==> src/rtl/inst_seq_pkg.sv <==
// -----------------------------------------------------------------------------
// inst_seq_pkg
// Shared definitions for the PE instruction sequencer:
//   - instruction word width and opcode field position
//   - the NOP opcode value
//   - default buffer depth and read / write-back latencies
//   - sequencer state encoding
//   - helper that says whether an instruction touches the data memory
// -----------------------------------------------------------------------------
package inst_seq_pkg;

    localparam int INST_WIDTH = 32;

    // Instruction layout: [31:24] opcode, [23:16] src2, [15:8] src1, [7:0] dst
    localparam int OPC_MSB = 31;
    localparam int OPC_LSB = 24;

    localparam logic [7:0] NOP_OPCODE = 8'h00;

    localparam int DEF_IM_ADDR_WIDTH = 6;
    localparam int DEF_RD_LAT        = 1;
    localparam int DEF_WB_LAT        = 5;

    typedef enum logic [1:0] {
        ST_IDLE,
        ST_RUN,
        ST_DRAIN
    } seq_state_t;

    // A NOP still occupies an issue slot but never reads or writes memory.
    function automatic logic is_active_op(input logic [INST_WIDTH-1:0] word);
        return word[OPC_MSB:OPC_LSB] != NOP_OPCODE;
    endfunction

endpackage

==> src/rtl/inst_seq_dly.sv <==
// -----------------------------------------------------------------------------
// inst_seq_dly
// Single-bit shift register used to time memory strobes relative to inst_v.
//   clk   in   clock
//   rst   in   asynchronous active-high clear of every stage
//   din   in   bit entering stage 1
//   dout  out  bit after DEPTH clock edges
// -----------------------------------------------------------------------------
module inst_seq_dly #(
    parameter int DEPTH = 1
) (
    input  logic clk,
    input  logic rst,
    input  logic din,
    output logic dout
);

    logic [DEPTH-1:0] stages;

    // A one-stage line cannot use the concatenation form (it would slice
    // below bit 0), so it gets its own branch.
    generate
        if (DEPTH == 1) begin : g_single
            always_ff @(posedge clk or posedge rst) begin
                if (rst) begin
                    stages <= '0;
                end else begin
                    stages <= din;
                end
            end
        end else begin : g_multi
            always_ff @(posedge clk or posedge rst) begin
                if (rst) begin
                    stages <= '0;
                end else begin
                    stages <= {stages[DEPTH-2:0], din};
                end
            end
        end
    endgenerate

    assign dout = stages[DEPTH-1];

endmodule

==> src/rtl/inst_seq.sv <==
// -----------------------------------------------------------------------------
// inst_seq
// Instruction sequencer in front of the PE data memory. A program is streamed
// into a small buffer while idle, then replayed loop_num times at one
// instruction per cycle. rden / wben follow each non-NOP instruction after
// RD_LAT / WB_LAT cycles to match the memory read and ALU write-back pipes.
//   clk, rst    clock, asynchronous active-high reset
//   prog_clr    clear program length and overflow (idle only)
//   inst_in_v   load strobe for inst_in (idle only)
//   inst_in     program word
//   exec_start  start pulse (idle only)
//   loop_num    loop count captured at start, 0 means 1
//   inst_v      instruction valid to data memory
//   inst        instruction to data memory, holds when inst_v is low
//   rden        data memory read enable
//   wben        data memory write-back enable
//   busy        running or draining
//   done        one-cycle completion pulse
//   prog_len    number of stored instructions
//   overflow    sticky: a load was attempted with the buffer full
// -----------------------------------------------------------------------------
module inst_seq
    import inst_seq_pkg::*;
#(
    parameter int IM_ADDR_WIDTH = DEF_IM_ADDR_WIDTH,
    parameter int RD_LAT        = DEF_RD_LAT,
    parameter int WB_LAT        = DEF_WB_LAT
) (
    input  logic                    clk,
    input  logic                    rst,
    input  logic                    prog_clr,
    input  logic                    inst_in_v,
    input  logic [INST_WIDTH-1:0]   inst_in,
    input  logic                    exec_start,
    input  logic [7:0]              loop_num,
    output logic                    inst_v,
    output logic [INST_WIDTH-1:0]   inst,
    output logic                    rden,
    output logic                    wben,
    output logic                    busy,
    output logic                    done,
    output logic [IM_ADDR_WIDTH:0]  prog_len,
    output logic                    overflow
);

    localparam int                 DEPTH      = 1 << IM_ADDR_WIDTH;
    localparam logic [IM_ADDR_WIDTH:0] FULL_LEN = (IM_ADDR_WIDTH + 1)'(DEPTH);
    localparam logic [7:0]         DRAIN_LAST = 8'(WB_LAT);

    seq_state_t               state;
    seq_state_t               next_state;
    logic                     done_next;
    logic [IM_ADDR_WIDTH-1:0] pc;
    logic [7:0]               loops_left;
    logic [7:0]               drain_cnt;
    logic                     start_ok;
    logic                     load_en;
    logic                     buf_we;
    logic                     wrap;
    logic                     last_read;
    logic                     issue_nop_free;

    (* ram_style = "distributed" *)
    logic [INST_WIDTH-1:0] prog_mem [DEPTH];

    // A start that is accepted owns the cycle: loads and clears are only
    // honoured while the sequencer stays idle, so prog_len is stable for the
    // whole run.
    assign start_ok  = (state == ST_IDLE) && exec_start && (prog_len != '0);
    assign load_en   = (state == ST_IDLE) && !start_ok;
    assign buf_we    = load_en && !prog_clr && inst_in_v && (prog_len != FULL_LEN);
    assign wrap      = ({1'b0, pc} == (prog_len - 1'b1));
    assign last_read = wrap && (loops_left == 8'd1);
    assign busy      = (state != ST_IDLE);

    assign issue_nop_free = inst_v && is_active_op(inst);

    // Next-state logic. DRAIN lasts WB_LAT+1 cycles starting on the cycle
    // of the final inst_v, so it ends right after that instruction's wben
    // slot and done lands on the first idle cycle.
    always_comb begin
        next_state = state;
        done_next  = 1'b0;
        case (state)
            ST_IDLE: begin
                if (exec_start) begin
                    if (prog_len != '0) begin
                        next_state = ST_RUN;
                    end else begin
                        done_next = 1'b1;
                    end
                end
            end
            ST_RUN: begin
                if (last_read) begin
                    next_state = ST_DRAIN;
                end
            end
            ST_DRAIN: begin
                if (drain_cnt == DRAIN_LAST) begin
                    next_state = ST_IDLE;
                    done_next  = 1'b1;
                end
            end
            default: begin
                next_state = ST_IDLE;
            end
        endcase
    end

    // State register and registered completion pulse.
    always_ff @(posedge clk or posedge rst) begin
        if (rst) begin
            state <= ST_IDLE;
            done  <= 1'b0;
        end else begin
            state <= next_state;
            done  <= done_next;
        end
    end

    // Program counter, loop counter and drain timer.
    always_ff @(posedge clk or posedge rst) begin
        if (rst) begin
            pc         <= '0;
            loops_left <= '0;
            drain_cnt  <= '0;
        end else begin
            case (state)
                ST_IDLE: begin
                    if (start_ok) begin
                        pc         <= '0;
                        loops_left <= (loop_num == 8'd0) ? 8'd1 : loop_num;
                    end
                    drain_cnt <= '0;
                end
                ST_RUN: begin
                    if (wrap) begin
                        pc         <= '0;
                        loops_left <= loops_left - 8'd1;
                    end else begin
                        pc <= pc + 1'b1;
                    end
                    drain_cnt <= '0;
                end
                ST_DRAIN: begin
                    drain_cnt <= drain_cnt + 8'd1;
                end
                default: begin
                    drain_cnt <= '0;
                end
            endcase
        end
    end

    // Synchronous buffer read. The read register is the inst output itself,
    // so inst_v trails the RUN cycle that issued the read by one cycle and
    // inst simply keeps its value when nothing is read.
    always_ff @(posedge clk or posedge rst) begin
        if (rst) begin
            inst_v <= 1'b0;
            inst   <= '0;
        end else begin
            inst_v <= (state == ST_RUN);
            if (state == ST_RUN) begin
                inst <= prog_mem[pc];
            end
        end
    end

    // Program length and overflow bookkeeping; clear beats a same-cycle load.
    always_ff @(posedge clk or posedge rst) begin
        if (rst) begin
            prog_len <= '0;
            overflow <= 1'b0;
        end else if (load_en) begin
            if (prog_clr) begin
                prog_len <= '0;
                overflow <= 1'b0;
            end else if (inst_in_v) begin
                if (prog_len == FULL_LEN) begin
                    overflow <= 1'b1;
                end else begin
                    prog_len <= prog_len + 1'b1;
                end
            end
        end
    end

    // Buffer storage has no reset; prog_len decides what is valid.
    always_ff @(posedge clk) begin
        if (buf_we) begin
            prog_mem[prog_len[IM_ADDR_WIDTH-1:0]] <= inst_in;
        end
    end

    inst_seq_dly #(.DEPTH(RD_LAT)) u_rd_dly (
        .clk  (clk),
        .rst  (rst),
        .din  (issue_nop_free),
        .dout (rden)
    );

    inst_seq_dly #(.DEPTH(WB_LAT)) u_wb_dly (
        .clk  (clk),
        .rst  (rst),
        .din  (issue_nop_free),
        .dout (wben)
    );

endmodule
==> config.mk <==
export PLATFORM = sky130hd
export DESIGN_NAME = inst_seq
export DESIGN_NICKNAME = d
export VERILOG_FILES = /design/src/rtl/inst_seq_pkg.sv /design/src/rtl/inst_seq_dly.sv /design/src/rtl/inst_seq.sv
export SDC_FILE = /design/constraint.sdc
export NUM_CORES = 2
export LEC_CHECK = 0
export ABC_CLOCK_PERIOD_IN_PS = 4000
export CELL_PAD_IN_SITES_DETAIL_PLACEMENT = 0
export CELL_PAD_IN_SITES_GLOBAL_PLACEMENT = 1
export CORE_MARGIN = 2
export CORE_UTILIZATION = 50
export CTS_CLUSTER_DIAMETER = 120
export DETAILED_ROUTE_END_ITERATION = 8
export GPL_ROUTABILITY_DRIVEN = 0
export PLACE_DENSITY_LB_ADDON = 0.1
export SLEW_MARGIN = 25
export SYNTH_ARGS = -nofsm -noshare
export SYNTH_HDL_FRONTEND = slang
export SYNTH_HIERARCHICAL = 1
export SYNTH_SLANG_ARGS = --single-unit
==> constraint.sdc <==
create_clock -name clk -period 4 [get_ports clk]
set_clock_uncertainty 0.1 [all_clocks]
set_input_delay 1.2 -clock clk [delete_from_list [all_inputs] [get_ports clk]]
set_output_delay 1.2 -clock clk [all_outputs]
set_load 0.005 [all_outputs]
* Yosys cells after proc, flatten, opt, wreduce, memory -nomap -nowiden
Memory sizes are Yosys's and may differ from the RTL's. A register that Yosys moved wholly into a read port is not among the register bits.
Cells that the tools add are included.
** Storage, ports and cells
- Register bits after elaboration :: 40
- Input bits :: 45
- Memory bits (writable) :: 2048
- Memories :: 1
- Logic and storage cells :: 78
- Output and inout bits :: 45
** Memory list
- prog_mem :: words 64, bits a word 32, read ports 1, clocked after memory_dff 1, wr ports 1, RTL line inst_seq.sv:64 : logic [INST_WIDTH-1:0] prog_mem [DEPTH];
** Operators by class
- Reductions and logical operators :: 23
- Equality and inequality tests :: 14
- Add/sub/neg operators :: 5
- Muxes and demuxes :: 25
** Operators by type and width (number)
- $mux 8 :: 4
- $mux 7 :: 3
- $pmux 8 s2 :: 1
- $mux 6 :: 2
- $ne 2x2->1 const B :: 6
- $pmux 6 s2 :: 1
- $reduce_and 3->1 :: 3
- $add 8x1->8 const B :: 1
- $eq 8x1->1 const B :: 1
- $eq 8x3->1 const B :: 1
- $logic_and 1x1->1 :: 8
- $logic_not 8->1 :: 1
- $mux 1 :: 8
- $mux 2 :: 4
- $reduce_bool 2->1 :: 4
- $reduce_bool 8->1 :: 1
- $sub 8x1->8 const B :: 1
- $add 7x1->7 const B :: 1
- $eq 6x7->1 :: 1
- $eq 7x7->1 const B :: 1
- $ne 7x7->1 const B :: 1
- $reduce_bool 7->1 :: 1
- $sub 7x1->7 const B :: 1
- $add 6x1->6 const B :: 1
- other kinds (9) :: 10

* Depth between registers and ports, before layout
- Depth in word-level cells :: 10
- Gate-level depth with buffers :: 11
- Depth with buffers taken out :: 8

* Hierarchy
The synthesis kept the hierarchy.
** Modules (own cells, without submodules)
- inst_seq :: area an instance 81035.2 µm², cells an instance 3788, instances 1
- inst_seq_dly (u_wb_dly) :: area an instance 128.9 µm², cells an instance 6, instances 1
- inst_seq_dly (u_rd_dly) :: area an instance 28.8 µm², cells an instance 2, instances 1

* Worst setup path before layout
Ideal clock, no wire load.
- Path kind :: input -> register
- From :: input port exec_start
- To :: memory prog_mem[24][0], enable pin
- Setup slack :: 159 ps
- Buffers on the path :: 0
- Stages :: 6
- Library setup time :: 421 ps
- Arrival time :: 3320 ps
- Cells stage by stage :: inv_1 -> a31oi_1 -> nand3b_1 -> nor2_1 -> nand3_1 -> nor2_1
** Between the ends
- Cells in the longest elaborated chain, start to end :: 9
** Ends and longest elaborated chain
- start, declared :: RTL line inst_seq.sv:34 : input logic exec_start,
- $logic_and 1x1->1 (2 in a row) :: RTL line inst_seq.sv:69 : assign start_ok = (state == ST_IDLE) && exec_start && (prog_len != '0);
- $logic_not 1->1 :: RTL line inst_seq.sv:70 : assign load_en = (state == ST_IDLE) && !start_ok;
- $logic_and 1x1->1 :: RTL line inst_seq.sv:70
- $logic_and 1x1->1 (3 in a row) :: RTL line inst_seq.sv:71 : assign buf_we = load_en && !prog_clr && inst_in_v && (prog_len != FULL_LEN);
- $mux 1 :: RTL line inst_seq.sv:192 : if (buf_we) begin
- $mux 1 (not written as such) :: RTL line inst_seq.sv:193 : prog_mem[prog_len[IM_ADDR_WIDTH-1:0]] <= inst_in;
- end, declared :: RTL line inst_seq.sv:64
Every way passes these cells.

* Worst setup path after layout
- From :: register prog_len[2]
- To :: output port prog_len[2]
** RTL lines
- start, declared :: RTL line inst_seq.sv:42 : output logic [IM_ADDR_WIDTH:0] prog_len,
- start signal, assigned :: RTL line inst_seq.sv:184 : prog_len <= prog_len + 1'b1;
No word-level cell between the ends.

==> impl_metrics.env <==
export IMPL_status="completed"
export IMPL_synth_async_reset_ratio=0.03396
export IMPL_cts_made_buffers=212
export IMPL_finalWorstSetupSlack_ps=353.8
export IMPL_firstDrtPassIters=5
export IMPL_yosysMostFrequentCell="edfxtp_1"
export IMPL_yosysUniqueCellTypes=65
export IMPL_max_slew_margin_rel=0.2658
export IMPL_grt_ovfl_total=0
export IMPL_yosys_warnings=6
export IMPL_core_area_um2=160900
export IMPL_wl_um=225000
export IMPL_synth_area_leaders="edfxtp_1, mux4_2, mux2i_1, dfrtp_1, a22oi_1"
export IMPL_root_buffer="clkbuf_16"
export IMPL_wire_per_inst_um=34.56
export IMPL_cts_resized=0
export IMPL_n_fill_cell=11420
export IMPL_grt_pass1_wl_um=314300
export IMPL_grt_use_total=0.2755
export IMPL_area_growth_pct=17.12
export IMPL_critPathCaptureType="output port"
export IMPL_dieHeight_um=407.0
export IMPL_synth_edff_count=2048
export IMPL_slew_viol_final=0
export IMPL_seq_area_frac_synth=0.7796
export IMPL_leakage_nw=30.23
export IMPL_htree_levels=4
export IMPL_antenna_found_initial=14
export IMPL_rsz0062_at_grt="no"
export IMPL_critical_path_class="flip-flop to output port"
export IMPL_finalSetupTns_ps=0
export IMPL_syn_inst=3796
export IMPL_vias=41400
export IMPL_ys_top_cells_by_count="edfxtp_1, mux4_2, mux2i_1, a22oi_1, nand2_1"
export IMPL_clock_latency_ps=840
export IMPL_die_area_um2=165600
export IMPL_required_ps=2700
export IMPL_rrSetupSlack_ps=630
export IMPL_fin_crit_sh=0.9116
export IMPL_cts_sinks=2120
export IMPL_ctsHoldBuffers=0
export IMPL_ios=90
export IMPL_setup_violations=0
export IMPL_vdd_drop_max_mv=0.5299
export IMPL_drive_gt1_frac=0.2681
export IMPL_fmax_mhz=274.3
export IMPL_max_cap_violations=0
export IMPL_initial_core_util=0.5045
export IMPL_die_x_um=407.0
export IMPL_cp_max_fo=18
export IMPL_row_count=147
export IMPL_grt_pass1_vias=40210
export IMPL_crit_arrival_ps=2350
export IMPL_synth_fp_nets=3848
export IMPL_powerDensity_nw_per_um2=661.7
export IMPL_ys_ff_latch=2120
export IMPL_num_nets_final=4211
export IMPL_path_clk_slew_ps=60
export IMPL_syn_cell_area_um2=81190
export IMPL_postCtsSetupBuffers=0
export IMPL_portBuffers=89
export IMPL_first_iter_violations=6445
export IMPL_hold_class="flip-flop to flip-flop"
export IMPL_via_per_inst=6.360
export IMPL_timing_final_hold_violations=0
export IMPL_min_period_ps=3646
export IMPL_grt_max_degree=70
export IMPL_final_antenna_net_count=0
export IMPL_hpwl_um=141400
export IMPL_ys_flop_type="edfxtp_1"
export IMPL_clockBufferDepth=3
export IMPL_yosysTopAreaCell="edfxtp_1"
export IMPL_worst_setup_path_start_kind="flip-flop"
export IMPL_avgSynthCellArea_um2=21.39
export IMPL_pre_cts_ws_ps=120.5
export IMPL_tightest_slew_ps=1101
export IMPL_drc=0
export IMPL_synth_top_cell_area_share=0.7574
export IMPL_cts_tree="yes"
-- metal layers --
metal / track usage / up-vias / share of wire
li1: - / 16620 / -
met1: 0.4410 / 22290 / 0.44
met2: 0.3910 / 2213 / 0.44
met3: 0.05556 / 272 / 0.099
met4: 0.06511 / 4 / 0.021
met5: 0 / - / 0.00012
-- layout by cell type, fill, tap and decap left out, types with 4 or more instances in the layout --
master              n
edfxtp_1         2048
nand2_1           147
inv_1              18
mux2i_1           258
bufinv_16          26
clkbuf_16         217
dfrtp_4             4
mux4_2            448
clkinv_1           39
xor2_1              5
o221ai_1            4
nor3_1              8
ha_1                7
o21ai_0             5
nor4_1              6
a22oi_1           161
or3_1               5
nand4_1            33
clkbuf_1           52
nor2_4             71
nor2_1             22
clkbuf_8           10
buf_4             176
dfrtp_1            68
nand3_1           112
xnor2_1             9
buf_12            126
and3_1              5
clkinv_2           37
clkinvlp_4         10
inv_6               8
a21oi_1            74
a31oi_1             4
clkdlybuf4s50_1    57
-- registers in the layout, summed over array words and instances, names as in the netlist --
name	count
prog_mem	2048
pc	6
done	1
drain_cnt	8
inst_v	1
u_rd_dly/dout	1
state	2
prog_len	7
overflow	1
loops_left	8
u_wb_dly/stages	5
inst	32
-- through the flow --
step                      power, mW  instances  utilization  area (µm²)  hold WS (ps)
after floorplan               35.39       3796            -       81190         231.2
after global placement        43.17       6104       0.5466       87970         240.2
after detailed placement      43.28       6104       0.5467       87990         241.2
after CTS                     63.26       6505       0.5907       95060         260.4
after global routing          64.86       6506       0.5908       95080         273.2
final                         62.92       6509       0.5909       95090         257.9
-- final timing paths --
path	to	from	cells after the start
setup reg to reg	inst[10]	pc[2]	8
setup / recovery	prog_len[2]	prog_len[2]	2
hold / removal	u_wb_dly/stages[4]	u_wb_dly/stages[3]	0
hold reg to reg	u_wb_dly/stages[4]	u_wb_dly/stages[3]	0
max in group asynchronous	inst[6]	rst	3
min in group asynchronous	u_rd_dly/dout	rst	2
-- critical path, stage by stage, from the launching register on --
cell and delay, ps:
dfrtp_1 350, buf_4 230, clkdlybuf4s50_1 920
-- layout make-up --
class | instances | area, µm² | share of cell area
antenna | 3 | 7.507 | 0.00007895
clock buffer | 279 | 5763 | 0.06060
clock inverter | 122 | 1308 | 0.01375
inverter | 19 | 72.57 | 0.0007631
multi-input combinational | 1445 | 17480 | 0.1838
sequential | 2120 | 63320 | 0.6658
tap | 2160 | 2703 | 0.02842
timing repair buffer | 361 | 4447 | 0.04676
-- kinds of logic (layout without fill, tap and decap cells) --
logic type               Yosys count  after routing  share of synthesized area
multiplexers                     707            707                     0.1562
flip-flops                      2120           2120                     0.7796
XOR/XNOR                          14             14                   0.001510
AND/OR/NAND/NOR                  440            440                    0.02537
adder cells (fa/ha/maj)            7              7                   0.001079
other                              0              3                          0
buffers and inverters            231            781                    0.01227
AO/OA/AOI/OAI                    277            277                    0.02393
-- power by group --
group | total (mW) | internal [mW] | leakage [nW] | switching [mW]
sequential | 25.3 | 24.7 | 19.3 | 0.663
combinational | 17.5 | 7.39 | 7.53 | 10.2
clock | 20.1 | 11.8 | 3.44 | 8.26
(Power assumes the default switching activity.)
